==> config.mk <==
export PLATFORM = sky130hd
export DESIGN_NAME = traffic_monitor
export DESIGN_NICKNAME = d
export VERILOG_FILES = /design/src/rtl/traffic_monitor.sv
export SDC_FILE = /design/constraint.sdc
export NUM_CORES = 1
export LEC_CHECK = 0
export ABC_AREA = 1
export BUFFER_PORTS_ARGS = -buffer_cell sky130_fd_sc_hd__buf_2
export CELL_PAD_IN_SITES_DETAIL_PLACEMENT = 0
export CELL_PAD_IN_SITES_GLOBAL_PLACEMENT = 1
export CORE_MARGIN = 1.5
export CORE_UTILIZATION = 41
export CTS_CLUSTER_SIZE = 40
export DETAILED_ROUTE_END_ITERATION = 16
export GPL_ROUTABILITY_DRIVEN = 0
export HOLD_SLACK_MARGIN = 0.1
export PLACE_DENSITY_LB_ADDON = 0.1
export SLEW_MARGIN = 5
export SYNTH_ARGS = -nofsm -noshare
export SYNTH_HDL_FRONTEND = slang
export SYNTH_SLANG_ARGS = --single-unit
==> constraint.sdc <==
create_clock -name clk -period 2.7 [get_ports clk]
set_input_delay 0.27 -clock clk [delete_from_list [all_inputs] [get_ports clk]]
set_output_delay 0.27 -clock clk [all_outputs]
set_load 0.05 [all_outputs]
==> src/rtl/traffic_monitor.sv <==
// Passive checker for the intersection lights bus: decodes the active
// phase, checks phase order and dwell, and counts errors and cycles.
module traffic_monitor #(
   parameter int LONG_CYC  = 16,
   parameter int SHORT_CYC = 4
) (
   input  logic       clk,
   input  logic       clr,
   input  logic [5:0] lights,
   output logic [2:0] phase,
   output logic       phase_valid,
   output logic       locked,
   output logic [3:0] err_flags,
   output logic [7:0] err_count,
   output logic [7:0] cycle_count
);

   localparam logic [5:0] P0 = 6'b100001;
   localparam logic [5:0] P1 = 6'b100010;
   localparam logic [5:0] P2 = 6'b100100;
   localparam logic [5:0] P3 = 6'b001100;
   localparam logic [5:0] P4 = 6'b010100;
   localparam logic [5:0] P5 = 6'b100100;

   localparam logic [7:0] LONG_LEN  = 8'(LONG_CYC);
   localparam logic [7:0] SHORT_LEN = 8'(SHORT_CYC);

   typedef enum logic {
      ACQUIRE,
      TRACK
   } state_t;

   state_t     state_q, state_d;
   logic [2:0] cur_q, cur_d;
   logic [7:0] dwell_q, dwell_d;
   logic       ovr_q, ovr_d;
   logic [5:0] prev_q, prev_d;
   logic [3:0] flags_q, flags_d;
   logic [7:0] errc_q, errc_d;
   logic [7:0] cyc_q, cyc_d;

   logic [2:0] nxt;
   logic [5:0] cur_pat;
   logic [5:0] nxt_pat;
   logic [7:0] req;
   logic       legal;
   logic       conflict;
   logic       e_conf;
   logic       e_pat;
   logic       e_seq;
   logic       e_tim;

   function automatic logic [5:0] pat_of(input logic [2:0] p);
      logic [5:0] r;
      r = P0;
      case (p)
         3'd0:    r = P0;
         3'd1:    r = P1;
         3'd2:    r = P2;
         3'd3:    r = P3;
         3'd4:    r = P4;
         3'd5:    r = P5;
         default: r = P0;
      endcase
      return r;
   endfunction

   always_comb begin
      nxt      = (cur_q == 3'd5) ? 3'd0 : cur_q + 3'd1;
      cur_pat  = pat_of(cur_q);
      nxt_pat  = pat_of(nxt);
      req      = (cur_q == 3'd0 || cur_q == 3'd3) ? LONG_LEN : SHORT_LEN;
      legal    = (lights == P0) || (lights == P1) || (lights == P2) ||
                 (lights == P3) || (lights == P4);
      conflict = !lights[5] && !lights[2];
   end

   always_comb begin
      state_d = state_q;
      cur_d   = cur_q;
      dwell_d = dwell_q;
      ovr_d   = ovr_q;
      prev_d  = lights;
      cyc_d   = cyc_q;
      e_conf  = 1'b0;
      e_pat   = 1'b0;
      e_seq   = 1'b0;
      e_tim   = 1'b0;

      case (state_q)
         ACQUIRE: begin
            // Lock only on the rising edge of P0, never mid-phase
            if (lights == P0 && prev_q != P0) begin
               state_d = TRACK;
               cur_d   = 3'd0;
               dwell_d = 8'd1;
               ovr_d   = 1'b0;
            end
         end
         TRACK: begin
            if (conflict || !legal) begin
               e_conf  = conflict;
               e_pat   = 1'b1;
               state_d = ACQUIRE;
            end else if (lights == cur_pat) begin
               if (dwell_q >= req && !ovr_q) begin
                  e_tim = 1'b1;
                  ovr_d = 1'b1;
               end
               if (dwell_q != 8'd255)
                  dwell_d = dwell_q + 8'd1;
            end else if (lights == nxt_pat) begin
               // An overstay already reported this visit is not repeated
               if (dwell_q != req && !ovr_q)
                  e_tim = 1'b1;
               cur_d   = nxt;
               dwell_d = 8'd1;
               ovr_d   = 1'b0;
               if (cur_q == 3'd5)
                  cyc_d = cyc_q + 8'd1;
            end else begin
               e_seq   = 1'b1;
               state_d = ACQUIRE;
            end
            if (state_d == ACQUIRE) begin
               cur_d   = 3'd0;
               dwell_d = 8'd0;
               ovr_d   = 1'b0;
            end
         end
         default: state_d = ACQUIRE;
      endcase

      flags_d = flags_q | {e_tim, e_seq, e_pat, e_conf};
      errc_d  = errc_q;
      if ((e_tim || e_seq || e_pat || e_conf) && errc_q != 8'd255)
         errc_d = errc_q + 8'd1;
   end

   always_ff @(posedge clk) begin
      if (clr) begin
         state_q <= ACQUIRE;
         cur_q   <= 3'd0;
         dwell_q <= 8'd0;
         ovr_q   <= 1'b0;
         prev_q  <= 6'd0;
         flags_q <= 4'd0;
         errc_q  <= 8'd0;
         cyc_q   <= 8'd0;
      end else begin
         state_q <= state_d;
         cur_q   <= cur_d;
         dwell_q <= dwell_d;
         ovr_q   <= ovr_d;
         prev_q  <= prev_d;
         flags_q <= flags_d;
         errc_q  <= errc_d;
         cyc_q   <= cyc_d;
      end
   end

   assign phase       = cur_q;
   assign locked      = (state_q == TRACK);
   assign phase_valid = (state_q == TRACK);
   assign err_flags   = flags_q;
   assign err_count   = errc_q;
   assign cycle_count = cyc_q;

endmodule
# After elaboration in Yosys (flattened, before gate mapping)
# Index checks and enable logic that the tools add are counted.
# totals
register_bits,39
in_bits,8
out_inout_bits,25
wordCells,114
# op_classes
n_addsub,4
n_lt_le_gt_ge,1
eq_ne,28
n_mux,44
bitwise_logic,4
reduce_logical,25
# ops
operator,n
$mux 8,6
$pmux 6 s4,2
$mux 1,25
$add 8x1->8 const B,3
$eq 6x6->1 const B,3
$mux 3,6
$ne 8x8->1 const B,2
$pmux 8 s2,1
$eq 3x2->1 const B,4
$eq 3x3->1 const B,4
$eq 6x6->1,2
$ne 4x4->1 const B,3
$reduce_and 4->1,3
$logic_or 1x1->1,9
$ne 3x3->1 const B,3
$ge 8x5->1,1
$ne 8x5->1,1
$eq 3x1->1 const B,2
$eq 6x4->1 const B,1
$eq 6x5->1 const B,1
$ne 6x6->1 const B,1
$pmux 3 s2,1
$logic_and 1x1->1,5
$mux 5,1
9 further kinds,16

# Depth between registers and ports, before layout
# Gate-level depths: netlist of the first run.
# depth
word_depth,14
mapped_depth,20
depth_no_buf,19

# Worst setup path before layout of the first run
# No wires, ideal clock.
# synth_path
kind,register -> register
startpoint,register cur_q[0] (netlist: phase[0])
endpoint,register errc_q[6] (netlist: err_count[6])
setup_ns,0.113
t_arrival_ns,2.602
required_time_ns,2.587
setup_slack_ns,-0.015
path_stages_with_launch,20
n_path_buf,1
synth_period_minus_slack_ns,2.715
path_cell_list,dfxtp_1 > buf_4 > nand2_1 > inv_1 > ha_1 > a21oi_1 > ha_1 > inv_1 > nor2_1 > nand3b_1 > nand3_1 > nand2_1 > nand3_1 > nand2_1 > inv_1 > nand3_2 > nand2_4 > nand2_4 > nor2_1 > nor2_1
# synth_via
elab_chain_cells,14
elab_cells_between_ends,39
cone_classes,add/sub: 1; order compare: 1; eq/ne: 13; mux: 14; reduce/logical: 10
# synth_lines
item,line_no,rtl
start: declaration,34,"logic [2:0] cur_q, cur_d;"
start signal: assignment,152,cur_q <= cur_d;
"$add 3x1->3, or another cell as far along",69,nxt = (cur_q == 3'd5) ? 3'd0 : cur_q + 3'd1;
$mux 3 / $logic_or 1x1->1 (equally long branches),"69, 72",
"$eq 3x3->1, or another cell as far along",56,case (p)
$reduce_or 2->1 (no line) / $ne 8x5->1 (equally long branches),-,
$pmux 6 s4 / $logic_and 1x1->1 (equally long branches),"56, 114",
$eq 6x6->1 / $mux 1 (equally long branches),"112, 114",
$mux 1,112,end else if (lights == nxt_pat) begin
$mux 1,105,end else if (lights == cur_pat) begin
$mux 1,101,if (conflict || !legal) begin
$mux 1,90,case (state_q)
$logic_or 1x1->1 * (3 in a row),136,if ((e_tim || e_seq || e_pat || e_conf) && errc_q != 8'd255)
$logic_and 1x1->1 *,136,
end signal: assignment,157,errc_q <= errc_d;
end: declaration,39,"logic [7:0] errc_q, errc_d;"
# Every way passes the cells marked *; elsewhere a longest branch is shown, timed or not.
# A chain may end at the register's enable or synchronous reset.

# Worst setup path after layout of the first run
# layout_path
startpoint,register cur_q[2] (netlist: phase[2])
endpoint,register errc_q[6] (netlist: err_count[6])
# Same word-level chain as after synthesis.

==> reports/qor_table.md, run 1 <==
| Quantity | Value |
|:---|:---|
| Outcome | finished, final reports clean |
| Sw frac | 0.213 |
| Syn_area_per_cell | 6.93 um2 |
| Comb pwr share | 0.057 |
| Number of instances resized during post-cts repair | 0 |
| Maximum number of pins on one net before global-route repair | 26 |
| Slew margin rel. | 0.728 |
| I/O Pins | 33 |
| Core Area | 5470 um2 |
| Total Nets Final | 385 |
| Pwr per Cell Area | 458 nW/um2 |
| Detailed-route vias per instance | 4.91 |
| Leak pwr | 1.25 nW |
| Final antenna-violating net count | 0 |
| CTS tree | yes |
| Finish-stage setup viols | 0 |
| Vias post-DR | 2176 |
| Predominant post-synthesis flop cell | sky130_fd_sc_hd__dfxtp_1 |
| Worst slack after detailed placement | 0.217 ns |
| Unrepaired setup endpoints after global routing | no |
| Vias in the first global route | 1948 |
| Bufs on Longest Clock Path | 2 |
| GRT Overall Usage | 0.184 |
| Total clock buffers created by CTS | 5 |
| Clk Latency, worst-skew pair | 0.29 ns |
| Total Routed Length | 5.28 mm |
| Hold Vio Cnt, Final | 0 |
| Netlist Area Pre-Place | 2300 um2 |
| Timing-limited maximum frequency | 417 MHz |
| Count of yosys warnings during synthesis | 0 |
| Layout-stage area growth over the synthesis result | 17.2% |
| Starting utilization of the core area | 0.421 |
| Switching power total | 263 uW |
| Crit path setup slack, layout | 0.304 ns |
| Clk pwr share | 0.471 |
| Startpoint-to-endpoint class of the critical path | register to register |
| Cells after Synth | 332 |
| Clock Pin Slew Worst Setup and Hold Paths | 0.08 ns |
| Number of slew-limit violations in the final report | 0 |
| Worst hold path type | input port to register |
| Transition time of the tightest slew-check pin | 0.407 ns |
| Worst voltage drop across the vdd grid | 0.000394 V |
| First-pass detailed-route iteration total | 4 |
| Max-cap violations | 0 |
| Synthesized Nets | 347 |
| Internal cell power | 973 uW |
| Critical path launch point type | register |
| Post-route DRC | 0 |
| Clk root buf | sky130_fd_sc_hd__clkbuf_8 |
| Number of storage elements in the synthesis netlist | 39 |
| Initial drt markers | 61 |
| Worst clock skew on the final layout | 0.00201 ns |
| Fraction of final layout cells with drive strength greater than 1 | 0.213 |
| Number of inserted diodes | 0 |
| Post-detailed-route wirelength per cell | 11.9 um |
| Core occupancy in the finished layout | 0.493 |
| Final HPWL DP | 3.87 mm |
| Count of fill cells added during filler insertion | 592 |
| Number of rows created at floorplan | 27 |
| Number of H-tree branching levels | 2 |
| Final worst path period need | 2.40 ns |
| Critical path data required time | 2.90 ns |
| Die span in x | 77.9 um |
| Global-route wire length before repair | 8.91 mm |
| Initial antenna violation count | 0 |
| Sequential share of the synthesized area | 0.339 |
| Sum of overflow across all layers after global routing | 0 |
| FFs w/ async S/R, synth | 0 |
| Post-CTS setup buffers | 0 |
| Worst setup EP type | register |
| Total negative slack | 0 ns |
| Number of synthesized flops with an enable pin | 0 |
| Crit path max fanout | 10 |
| Die height | 77.9 um |
| Port buffer count | 32 |
| Number of sinks driven by the clock tree | 39 |
| Number of hold buffers added after cts | 0 |
| Worst EP arrival | 2.59 ns |
| Sequential share of power | 0.472 |
| Share of the cycle needed by the critical path after routing | 0.888 |
| Full die area | 6070 um2 |
| Netlist cell types | 34 |
## cell usage in the layout, fill, tap and decap left out, drive strengths merged, types with 7 or more instances in the layout
cell type	netlist	layout
a21oi	24	24
buf	2	36
dfxtp	39	39
ha	7	7
inv	44	44
nand2	79	79
nand3	40	40
nor2	35	35
nor3	7	7
o21ai	16	16
xor2	9	9
## path summary, 6_finish.rpt
check / from / endpoint / slack (ns) / depth (start not counted)
worst max register to register: phase[2] / err_count[6] / 0.30 / 16
worst min-delay path: lights[5] / prev_q[5] / 0.27 / 3
worst max-delay path: phase[2] / err_count[6] / 0.30 / 16
worst min register to register: err_flags[1] / err_flags[1] / 0.46 / 2
## layout make-up
class | count | area (um2) | share of cell area
multi-input combinational | 243 | 1330 | 0.494
timing repair buffer | 36 | 190 | 0.0705
tap | 72 | 90.1 | 0.0334
clock buffer | 6 | 72.6 | 0.0269
clock inverter | 2 | 60.1 | 0.0223
inverter | 45 | 169 | 0.0626
sequential | 39 | 783 | 0.290
## cell usage after synthesis (all sizes together), types with 2 or more instances
library cell	count	share of area
nand2	79	0.16
inv	44	0.072
nand3	40	0.096
dfxtp	39	0.34
nor2	35	0.063
a21oi	24	0.052
o21ai	16	0.035
xor2	9	0.038
ha	7	0.038
nor3	7	0.017
nand4	6	0.016
xnor2	6	0.023
clkbuf	3	0.0049
o21bai	3	0.0098
buf	2	0.0065
nand3b	2	0.0065
nor4	2	0.0054
## metrics by stage
step | hold slack [ns] | cells | cell area [um2] | power (mW)
after global routing | 0.287 | 443 | 2700 | 1.28
final | 0.269 | 443 | 2700 | 1.24
after detailed placement | 0.451 | 435 | 2560 | 0.669
after CTS | 0.259 | 443 | 2690 | 1.26
after global placement | 0.443 | 435 | 2560 | 0.669
after floorplan | 0.395 | 332 | 2300 | 0.643
## cell families after synthesis
kind of cell,after synthesis,synth area share
xor gates and xnor gates,15,0.0603
buffers and inverters,50,0.0848
and+or+nand+nor,173,0.365
adders and majority gates,7,0.0380
AOI/OAI and AO/OA,48,0.113
DFF,39,0.339
## power groups by stage
stage / Sequential (mW) / Combinational, mW / Clock, mW
after global routing: 0.585 / 0.0791 / 0.619
after global placement: 0.598 / 0.0712 / 0
after CTS: 0.584 / 0.0712 / 0.600
final: 0.584 / 0.0705 / 0.582
after floorplan: 0.600 / 0.0433 / 0
after detailed placement: 0.598 / 0.0709 / 0
## registers in the layout, summed over array words and instances (netlist names)
name,count
prev_q,6
ovr_q,1
err_flags,4
dwell_q,8
phase,3
err_count,8
locked,1
cycle_count,8
## layer usage
layer,share of wire,vias up,wire (um),global-route usage
met1,0.49,985,2560,0.244
met3,0.026,5,138,0.0365
met2,0.48,27,2510,0.294
met4,0.012,0,62,0.0661
li1,-,1159,-,-
met5,0,-,0,0
## worst max-delay path, stage by stage, from the launching register on
cell,delay (ns)
sky130_fd_sc_hd__dfxtp_2,0.38
sky130_fd_sc_hd__inv_2,0.09
sky130_fd_sc_hd__ha_1,0.36
sky130_fd_sc_hd__inv_1,0.14
sky130_fd_sc_hd__nand3_2,0.11
sky130_fd_sc_hd__nand2_1,0.07
sky130_fd_sc_hd__nand2_1,0.05
sky130_fd_sc_hd__nor2_1,0.11
sky130_fd_sc_hd__nand3_1,0.08
sky130_fd_sc_hd__nor2_1,0.09
sky130_fd_sc_hd__nand3_1,0.15
sky130_fd_sc_hd__nand2_4,0.13
sky130_fd_sc_hd__nand3_2,0.10
sky130_fd_sc_hd__nand2_4,0.16
sky130_fd_sc_hd__nand2_4,0.11
sky130_fd_sc_hd__nor2_1,0.11
sky130_fd_sc_hd__nor2_1,0.05
(Power assumes the default switching activity.)
==> run 2: changes to the inputs <==
--- a/config.mk
+++ b/config.mk
@@ -5,15 +5,13 @@
 export SDC_FILE = /design/constraint.sdc
 export NUM_CORES = 1
 export LEC_CHECK = 0
-export ABC_AREA = 1
 export BUFFER_PORTS_ARGS = -buffer_cell sky130_fd_sc_hd__buf_2
 export CELL_PAD_IN_SITES_DETAIL_PLACEMENT = 0
 export CELL_PAD_IN_SITES_GLOBAL_PLACEMENT = 1
 export CORE_MARGIN = 1.5
-export CORE_UTILIZATION = 41
+export CORE_UTILIZATION = 43
 export CTS_CLUSTER_SIZE = 40
 export DETAILED_ROUTE_END_ITERATION = 16
-export GPL_ROUTABILITY_DRIVEN = 0
 export HOLD_SLACK_MARGIN = 0.1
 export PLACE_DENSITY_LB_ADDON = 0.1
 export SLEW_MARGIN = 5
==> reports/qor_table.md, run 2 <==
| Quantity | Value | Delta |
|:---|:---|:---|
| Hold worst-path end | prev_q[0] | was prev_q[5] |
| Fraction of final layout cells with drive strength greater than 1 | 0.275 | was 0.213 |
| Crit path max fanout | 10 | unchanged |
| I/O Pins | 33 | unchanged |
| Number of rows created at floorplan | 27 | unchanged |
| Largest cells by area after synthesis | sky130_fd_sc_hd__dfxtp_1, sky130_fd_sc_hd__nor2_1, sky130_fd_sc_hd__nor2b_1, sky130_fd_sc_hd__ha_1, sky130_fd_sc_hd__nand2_1 | was sky130_fd_sc_hd__dfxtp_1, sky130_fd_sc_hd__nand2_1, sky130_fd_sc_hd__nand3_1, sky130_fd_sc_hd__inv_1, sky130_fd_sc_hd__a21oi_1 |
| Final antenna-violating net count | 0 | unchanged |
| Total Nets Final | 364 | was 385 |
| Transition time of the tightest slew-check pin | 0.466 ns | was 0.407 ns |
| Highest-count cells in the layout ignoring fill and taps | sky130_fd_sc_hd__dfxtp_1, sky130_fd_sc_hd__nor2_1, sky130_fd_sc_hd__buf_2 | was sky130_fd_sc_hd__nand2_1, sky130_fd_sc_hd__inv_1, sky130_fd_sc_hd__dfxtp_1 |
| Number of H-tree branching levels | 2 | unchanged |
| Sequential share of the synthesized area | 0.304 | was 0.339 |
| Synthesized Nets | 328 | was 347 |
| Die span in x | 80.3 um | was 77.9 um |
| Most frequent standard cell in the layout excluding fill and tap cells | sky130_fd_sc_hd__dfxtp_1 | was sky130_fd_sc_hd__nand2_1 |
| Predominant post-synthesis flop cell | sky130_fd_sc_hd__dfxtp_1 | unchanged |
| Total clock buffers created by CTS | 5 | unchanged |
| Count of yosys warnings during synthesis | 0 | unchanged |
| Number of sinks driven by the clock tree | 39 | unchanged |
| Maximum number of pins on one net before global-route repair | 36 | was 26 |
| Detailed-route vias per instance | 5.65 | was 4.91 |
| Netlist cell types | 72 | was 34 |
| Number of slew-limit violations in the final report | 0 | unchanged |
| Routed met1 length | 3.12 mm | was 2.56 mm |
| Final cell count without fillers | 421 | was 443 |
| FFs w/ async S/R, synth | 0 | unchanged |
| Number of storage elements in the synthesis netlist | 39 | unchanged |
| Commonest cells in the netlist | sky130_fd_sc_hd__dfxtp_1, sky130_fd_sc_hd__nor2_1, sky130_fd_sc_hd__nand2_1 | was sky130_fd_sc_hd__nand2_1, sky130_fd_sc_hd__dfxtp_1, sky130_fd_sc_hd__inv_1 |
| Total Routed Length | 6.23 mm | was 5.28 mm |
| Worst slack after detailed placement | 0.0815 ns | was 0.217 ns |
| Critical path data required time | 2.89 ns | was 2.90 ns |
| Worst reg2reg startpoint | phase[0] | was phase[2] |
| Cell count after placement | 414 | was 435 |
| Timing-limited maximum frequency | 385 MHz | was 417 MHz |
| Worst hold path stage count | 2 | was 3 |
| Number of synthesized flops with an enable pin | 0 | unchanged |
| Worst EP arrival | 2.78 ns | was 2.59 ns |
| RR Endpoint | err_count[3] | was err_count[6] |
| Unrepaired setup endpoints after global routing | yes | was no |
| Clk root buf | sky130_fd_sc_hd__clkbuf_8 | unchanged |
| Total met3 wirelength after detailed routing | 159 um | was 138 um |
| Crit path setup slack, layout | 0.105 ns | was 0.304 ns |
| Finish-stage setup viols | 0 | unchanged |
| Worst hold path type | input port to register | unchanged |
| Outcome | finished, final reports clean | unchanged |
| Syn_area_per_cell | 8.21 um2 | was 6.93 um2 |
| Netlist Area Pre-Place | 2570 um2 | was 2300 um2 |
| Leak pwr | 1.21 nW | was 1.25 nW |
| Critical path launch point type | register | unchanged |
| RD Place Congestion | 0.880 |  |
| Register area | 792 um2 | was 783 um2 |
| Wire length on met2 | 2.88 mm | was 2.51 mm |
| Full die area | 6450 um2 | was 6070 um2 |
| Vias in the first global route | 2194 | was 1948 |
| Area of placed instances | 2940 um2 | was 2560 um2 |
| Area of all placed cells without fillers | 3050 um2 | was 2700 um2 |
| Footprint of the multi-input gates | 1740 um2 | was 1330 um2 |
| Vias post-DR | 2378 | was 2176 |
| Initial drt markers | 122 | was 61 |
| Global-route wire length before repair | 10.5 mm | was 8.91 mm |
| Number of inserted diodes | 0 | unchanged |
| Register-to-register setup slack | 0.10 ns | was 0.30 ns |
| Share of the cycle needed by the critical path after routing | 0.961 | was 0.888 |
| Startpoint-to-endpoint class of the critical path | register to register | unchanged |
| Top cell type's share of synthesized area | 0.304 | was 0.339 |
| Leading cell type by number of instances after synthesis | sky130_fd_sc_hd__dfxtp_1 | was sky130_fd_sc_hd__nand2_1 |
| Number of hold buffers added after cts | 0 | unchanged |
| Sum of overflow across all layers after global routing | 0 | unchanged |
| GRT Overall Usage | 0.206 | was 0.184 |
| Bufs on Longest Clock Path | 2 | unchanged |
| Core Area | 5640 um2 | was 5470 um2 |
| Worst voltage drop across the vdd grid | 0.000236 V | was 0.000394 V |
| Post-route DRC | 0 | unchanged |
| Clk Latency, worst-skew pair | 0.29 ns | about the same |
| Highest metal layer with signal wires | met4 | unchanged |
| Worst clock skew on the final layout | 0.0121 ns | was 0.00201 ns |
| Worst hold-check slack | 0.339 ns | was 0.269 ns |
| Final worst path period need | 2.60 ns | was 2.40 ns |
| Max-cap violations | 0 | unchanged |
| Clock Pin Slew Worst Setup and Hold Paths | 0.08 ns | about the same |
| Pwr per Cell Area | 357 nW/um2 | was 458 nW/um2 |
| Startpoint of the worst hold path | lights[0] | was lights[5] |
| Dominant cell type by area after synthesis | sky130_fd_sc_hd__dfxtp_1 | unchanged |
| Slew margin rel. | 0.688 | was 0.728 |
| Die height | 80.3 um | was 77.9 um |
| Count of fill cells added during filler insertion | 547 | was 592 |
| FF-to-FF path depth | 10 | was 16 |
| Starting utilization of the core area | 0.456 | was 0.421 |
| First-pass detailed-route iteration total | 4 | unchanged |
| Layout-stage area growth over the synthesis result | 18.7% | was 17.2% |
| Initial antenna violation count | 0 | unchanged |
| CTS tree | yes | unchanged |
| Worst setup EP type | register | unchanged |
| Final HPWL DP | 4.62 mm | was 3.87 mm |
| Port buffer count | 32 | unchanged |
| Hold Vio Cnt, Final | 0 | unchanged |
| Cells after Synth | 313 | was 332 |
| Post-detailed-route wirelength per cell | 14.8 um | was 11.9 um |
run 2: changes by cell type after synthesis, moves of 6 or more:
cell / delta
sky130_fd_sc_hd__nor2b_1: +15
sky130_fd_sc_hd__buf_2: +7
sky130_fd_sc_hd__mux2_2: +6
sky130_fd_sc_hd__nand2_2: -10
sky130_fd_sc_hd__nand2_1: -44
sky130_fd_sc_hd__inv_1: -21
sky130_fd_sc_hd__nand3_1: -24
sky130_fd_sc_hd__a21oi_1: -11
sky130_fd_sc_hd__or3_1: +8
sky130_fd_sc_hd__xor2_1: -7
run 2: kinds of logic after synthesis:
kind of cell    synth area share
simple gates               0.286
compound gates             0.240
flops                      0.304
buf+inv                   0.0599
mux                       0.0521
xor+xnor                  0.0239
fa+ha+maj                 0.0341
run 2: worst max-delay path: stages, from the launching register on:
cell and delay [ns]:
sky130_fd_sc_hd__dfxtp_4 0.36, sky130_fd_sc_hd__and2_4 0.16, sky130_fd_sc_hd__ha_4 0.26, sky130_fd_sc_hd__nor2b_1 0.15
sky130_fd_sc_hd__or3_1 0.30, sky130_fd_sc_hd__a32o_1 0.27, sky130_fd_sc_hd__nor2b_4 0.14, sky130_fd_sc_hd__nand2_1 0.10
sky130_fd_sc_hd__o211a_1 0.26, sky130_fd_sc_hd__o2bb2ai_1 0.15, sky130_fd_sc_hd__mux2_2 0.35
run 2: worst max-delay path by stage:
stage,start,to,slack [ns],depth (start not counted)
after detailed placement,phase[0],cycle_count[4],0.08,10
after global placement,phase[0],cycle_count[4],0.11,10
after CTS,phase[0],cycle_count[4],0.08,10
final,phase[0],err_count[3],0.10,10
after floorplan,phase[0],cycle_count[4],-0.1,12
after global routing,phase[0],err_count[7],-0.02,9
run 2: stage by stage:
stage	power, mW	utilization	setup TNS [ns]
after floorplan	0.668	-	-0.275
after global placement	0.694	0.521	0
after detailed placement	0.696	0.521	0
after CTS	1.10	0.536	0
after global routing	1.14	0.541	-0.0448
final	1.09	0.541	0
run 2: final cells by class:
| class | instances | area share |
|---|---|---|
| Multi-Input combinational cell | 238 | 0.571 |
| Clock buffer | 6 | 0.0271 |
| Timing Repair Buffer | 47 | 0.0894 |
| Clock inverter | 1 | 0.00164 |
| Sequential cell | 39 | 0.260 |
| Tap cell | 72 | 0.0295 |
| Inverter | 18 | 0.0221 |
run 2: per-layer routing:
metal  vias up  GRT usage
met1      1137      0.278
met3         7     0.0386
met4         0     0.0552
met5         -          0
met2        30      0.335
li1       1204          -
run 2: power by group:
| part | internal [mW] | total [mW] | switching (mW) |
|---|---|---|---|
| clock network | 0.201 | 0.405 | 0.205 |
| logic | 0.0359 | 0.103 | 0.0675 |
| registers | 0.578 | 0.580 | 0.00219 |
run 2: repair_timing:
action / CTS / global route
endpoints found under the setup margin: 0 / 7
setup buffers: 0 / 0
endpoints found under the hold margin: 0 / 0
gates resized for setup: 0 / 6
==> run 3: changes to the inputs <==
--- a/config.mk
+++ b/config.mk
@@ -13,7 +13,8 @@
 export CTS_CLUSTER_SIZE = 40
 export DETAILED_ROUTE_END_ITERATION = 16
 export HOLD_SLACK_MARGIN = 0.1
-export PLACE_DENSITY_LB_ADDON = 0.1
+export PLACE_DENSITY = 0.9
+export SKIP_LAST_GASP = 1
 export SLEW_MARGIN = 5
 export SYNTH_ARGS = -nofsm -noshare
 export SYNTH_HDL_FRONTEND = slang
==> reports/qor_table.md, run 3 (synthesis results as in run 2) <==
| Quantity | Value | Delta |
|:---|:---|:---|
| Port buffer count | 32 | unchanged |
| Pwr per Cell Area | 361 nW/um2 | was 357 nW/um2 |
| I/O Pins | 33 | unchanged |
| RD Place Congestion | 0.798 | was 0.880 |
| Worst voltage drop across the vdd grid | 0.000234 V | was 0.000236 V |
| Worst hold path type | input port to register | unchanged |
| First-pass detailed-route iteration total | 4 | unchanged |
| Max-cap violations | 0 | unchanged |
| Number of sinks driven by the clock tree | 39 | unchanged |
| Crit path max fanout | 7 | was 10 |
| Clock Pin Slew Worst Setup and Hold Paths | 0.07 ns | was 0.08 ns |
| Clk root buf | sky130_fd_sc_hd__clkbuf_8 | unchanged |
| Worst EP arrival | 2.89 ns | was 2.78 ns |
| Die span in x | 80.3 um | unchanged |
| Post-detailed-route wirelength per cell | 14.6 um | was 14.8 um |
| Cell count after placement | 411 | was 414 |
| Number of inserted diodes | 0 | unchanged |
| Initial drt markers | 111 | was 122 |
| Bufs on Longest Clock Path | 2 | unchanged |
| Number of hold buffers added after cts | 0 | unchanged |
| Startpoint of the worst setup timing path | phase[1] | was phase[0] |
| Startpoint-to-endpoint class of the critical path | register to register | unchanged |
| Number of H-tree branching levels | 2 | unchanged |
| Die height | 80.3 um | unchanged |
| Worst clock skew on the final layout | 0.0162 ns | was 0.0121 ns |
| Critical path launch point type | register | unchanged |
| Worst slack after detailed placement | 0.0574 ns | was 0.0815 ns |
| Outcome | finished, final reports clean | unchanged |
| Final HPWL DP | 4.23 mm | was 4.62 mm |
| Worst hold-check slack | 0.328 ns | was 0.339 ns |
| Timing-limited maximum frequency | 372 MHz | was 385 MHz |
| Global-route wire length before repair | 9.60 mm | was 10.5 mm |
| Starting utilization of the core area | 0.456 | unchanged |
| Clk Latency, worst-skew pair | 0.32 ns | was 0.29 ns |
| Hold Vio Cnt, Final | 0 | unchanged |
| Final cell count without fillers | 432 | was 421 |
| Unrepaired setup endpoints after global routing | yes | unchanged |
| Power after layout | 1.19 mW | was 1.09 mW |
| Share of the cycle needed by the critical path after routing | 0.996 | was 0.961 |
| Final worst path period need | 2.69 ns | was 2.60 ns |
| Total Nets Final | 374 | was 364 |
| Most frequent standard cell in the layout excluding fill and tap cells | sky130_fd_sc_hd__dfxtp_1 | unchanged |
| Number of slew-limit violations in the final report | 0 | unchanged |
| Detailed-route vias per instance | 5.58 | was 5.65 |
| Startpoint of the worst hold path | lights[1] | was lights[0] |
| Fraction of final layout cells with drive strength greater than 1 | 0.328 | was 0.275 |
| Total clock buffers created by CTS | 5 | unchanged |
| Leak pwr | 1.33 nW | was 1.21 nW |
| Maximum number of pins on one net before global-route repair | 38 | was 36 |
| Worst reg2reg startpoint | phase[1] | was phase[0] |
| Core Area | 5640 um2 | unchanged |
| Finish-stage setup viols | 0 | unchanged |
| Vias in the first global route | 2109 | was 2194 |
| Worst setup EP type | register | unchanged |
| Critical path data required time | 2.90 ns | was 2.89 ns |
| Final antenna-violating net count | 0 | unchanged |
| Number of rows created at floorplan | 27 | unchanged |
| Transition time of the tightest slew-check pin | 0.657 ns | was 0.466 ns |
| Count of fill cells added during filler insertion | 504 | was 547 |
| GRT Overall Usage | 0.192 | was 0.206 |
| CTS tree | yes | unchanged |
| Initial antenna violation count | 0 | unchanged |
| Full die area | 6450 um2 | unchanged |
| Crit path setup slack, layout | 0.0104 ns | was 0.105 ns |
| Layout-stage area growth over the synthesis result | 27.9% | was 18.7% |
| Sum of overflow across all layers after global routing | 0 | unchanged |
| Slew margin rel. | 0.556 | was 0.688 |
| Post-route DRC | 0 | unchanged |
| Vias post-DR | 2411 | was 2378 |
| Highest-count cells in the layout ignoring fill and taps | sky130_fd_sc_hd__dfxtp_1, sky130_fd_sc_hd__nor2_1, sky130_fd_sc_hd__buf_2 | unchanged |
| Total Routed Length | 6.32 mm | was 6.23 mm |
-- run 3: cell count changes in the layout (fill, tap and decap cells not counted), moves of 3 or more --
cell                       delta
sky130_fd_sc_hd__mux2_4       +3
sky130_fd_sc_hd__buf_4        +5
sky130_fd_sc_hd__nand2b_1     -3
sky130_fd_sc_hd__nand2b_4     +3
sky130_fd_sc_hd__o21ai_1      -3
-- run 3: through the flow --
step	TNS, ns	utilization	instance area (um2)
global route	-0.486	0.583	3290
floorplan	-0.275	-	2690
global placement	0	0.517	2920
detailed placement	0	0.517	2920
CTS	0	0.537	3030
finish	0	0.583	3290
-- run 3: final timing paths --
| kind | slack, ns | depth (start not counted) | endpoint |
|---|---|---|---|
| max | 0.01 | 11 | err_count[5] |
| min | 0.33 | 3 | prev_q[1] |
| max reg2reg | 0.01 | 11 | err_count[5] |
| min reg2reg | 0.46 | 2 | err_flags[0] |
-- run 3: repair_timing --
action	CTS	global route
setup buffers	0	12
endpoints found under the setup margin	0	11
resized for setup	0	25
-- run 3: report_power, final --
group / total, mW / internal (mW) / switching [mW] / leakage (nW)
clock network: 0.498 / 0.275 / 0.222 / 0.0581
registers: 0.580 / 0.578 / 0.00262 / 0.318
logic: 0.109 / 0.0394 / 0.0700 / 0.955
-- run 3: metal layers --
metal,vias up,track usage,share of wire,wire [um]
met5,-,0,0,0
met4,0,0.102,0.015,95
met3,9,0.0341,0.025,159
met2,32,0.313,0.50,3170
met1,1139,0.240,0.46,2890
li1,1231,-,-,-
-- run 3: area by class of cell --
cell class                      count  area (um2)  share of cell area
Clock buffer                        5        68.8              0.0209
Clock inverter                      3        43.8              0.0133
Inverter                           18        67.6              0.0205
Multi-Input combinational cell    239        1850               0.564
Sequential cell                    39         792               0.241
Tap cell                           72        90.1              0.0274
Timing Repair Buffer               56         373               0.113
-- run 3: worst max-delay path, stage by stage, from the launching register on --
cell and delay [ns]:
sky130_fd_sc_hd__dfxtp_4 0.37, sky130_fd_sc_hd__and2_4 0.17, sky130_fd_sc_hd__ha_4 0.27, sky130_fd_sc_hd__buf_6 0.13, sky130_fd_sc_hd__nand3b_1 0.15, sky130_fd_sc_hd__a32o_2 0.29, sky130_fd_sc_hd__o31ai_4 0.29, sky130_fd_sc_hd__nor2b_4 0.09
sky130_fd_sc_hd__nand2_1 0.10, sky130_fd_sc_hd__o211a_1 0.26, sky130_fd_sc_hd__o2bb2ai_2 0.13, sky130_fd_sc_hd__mux2_2 0.33
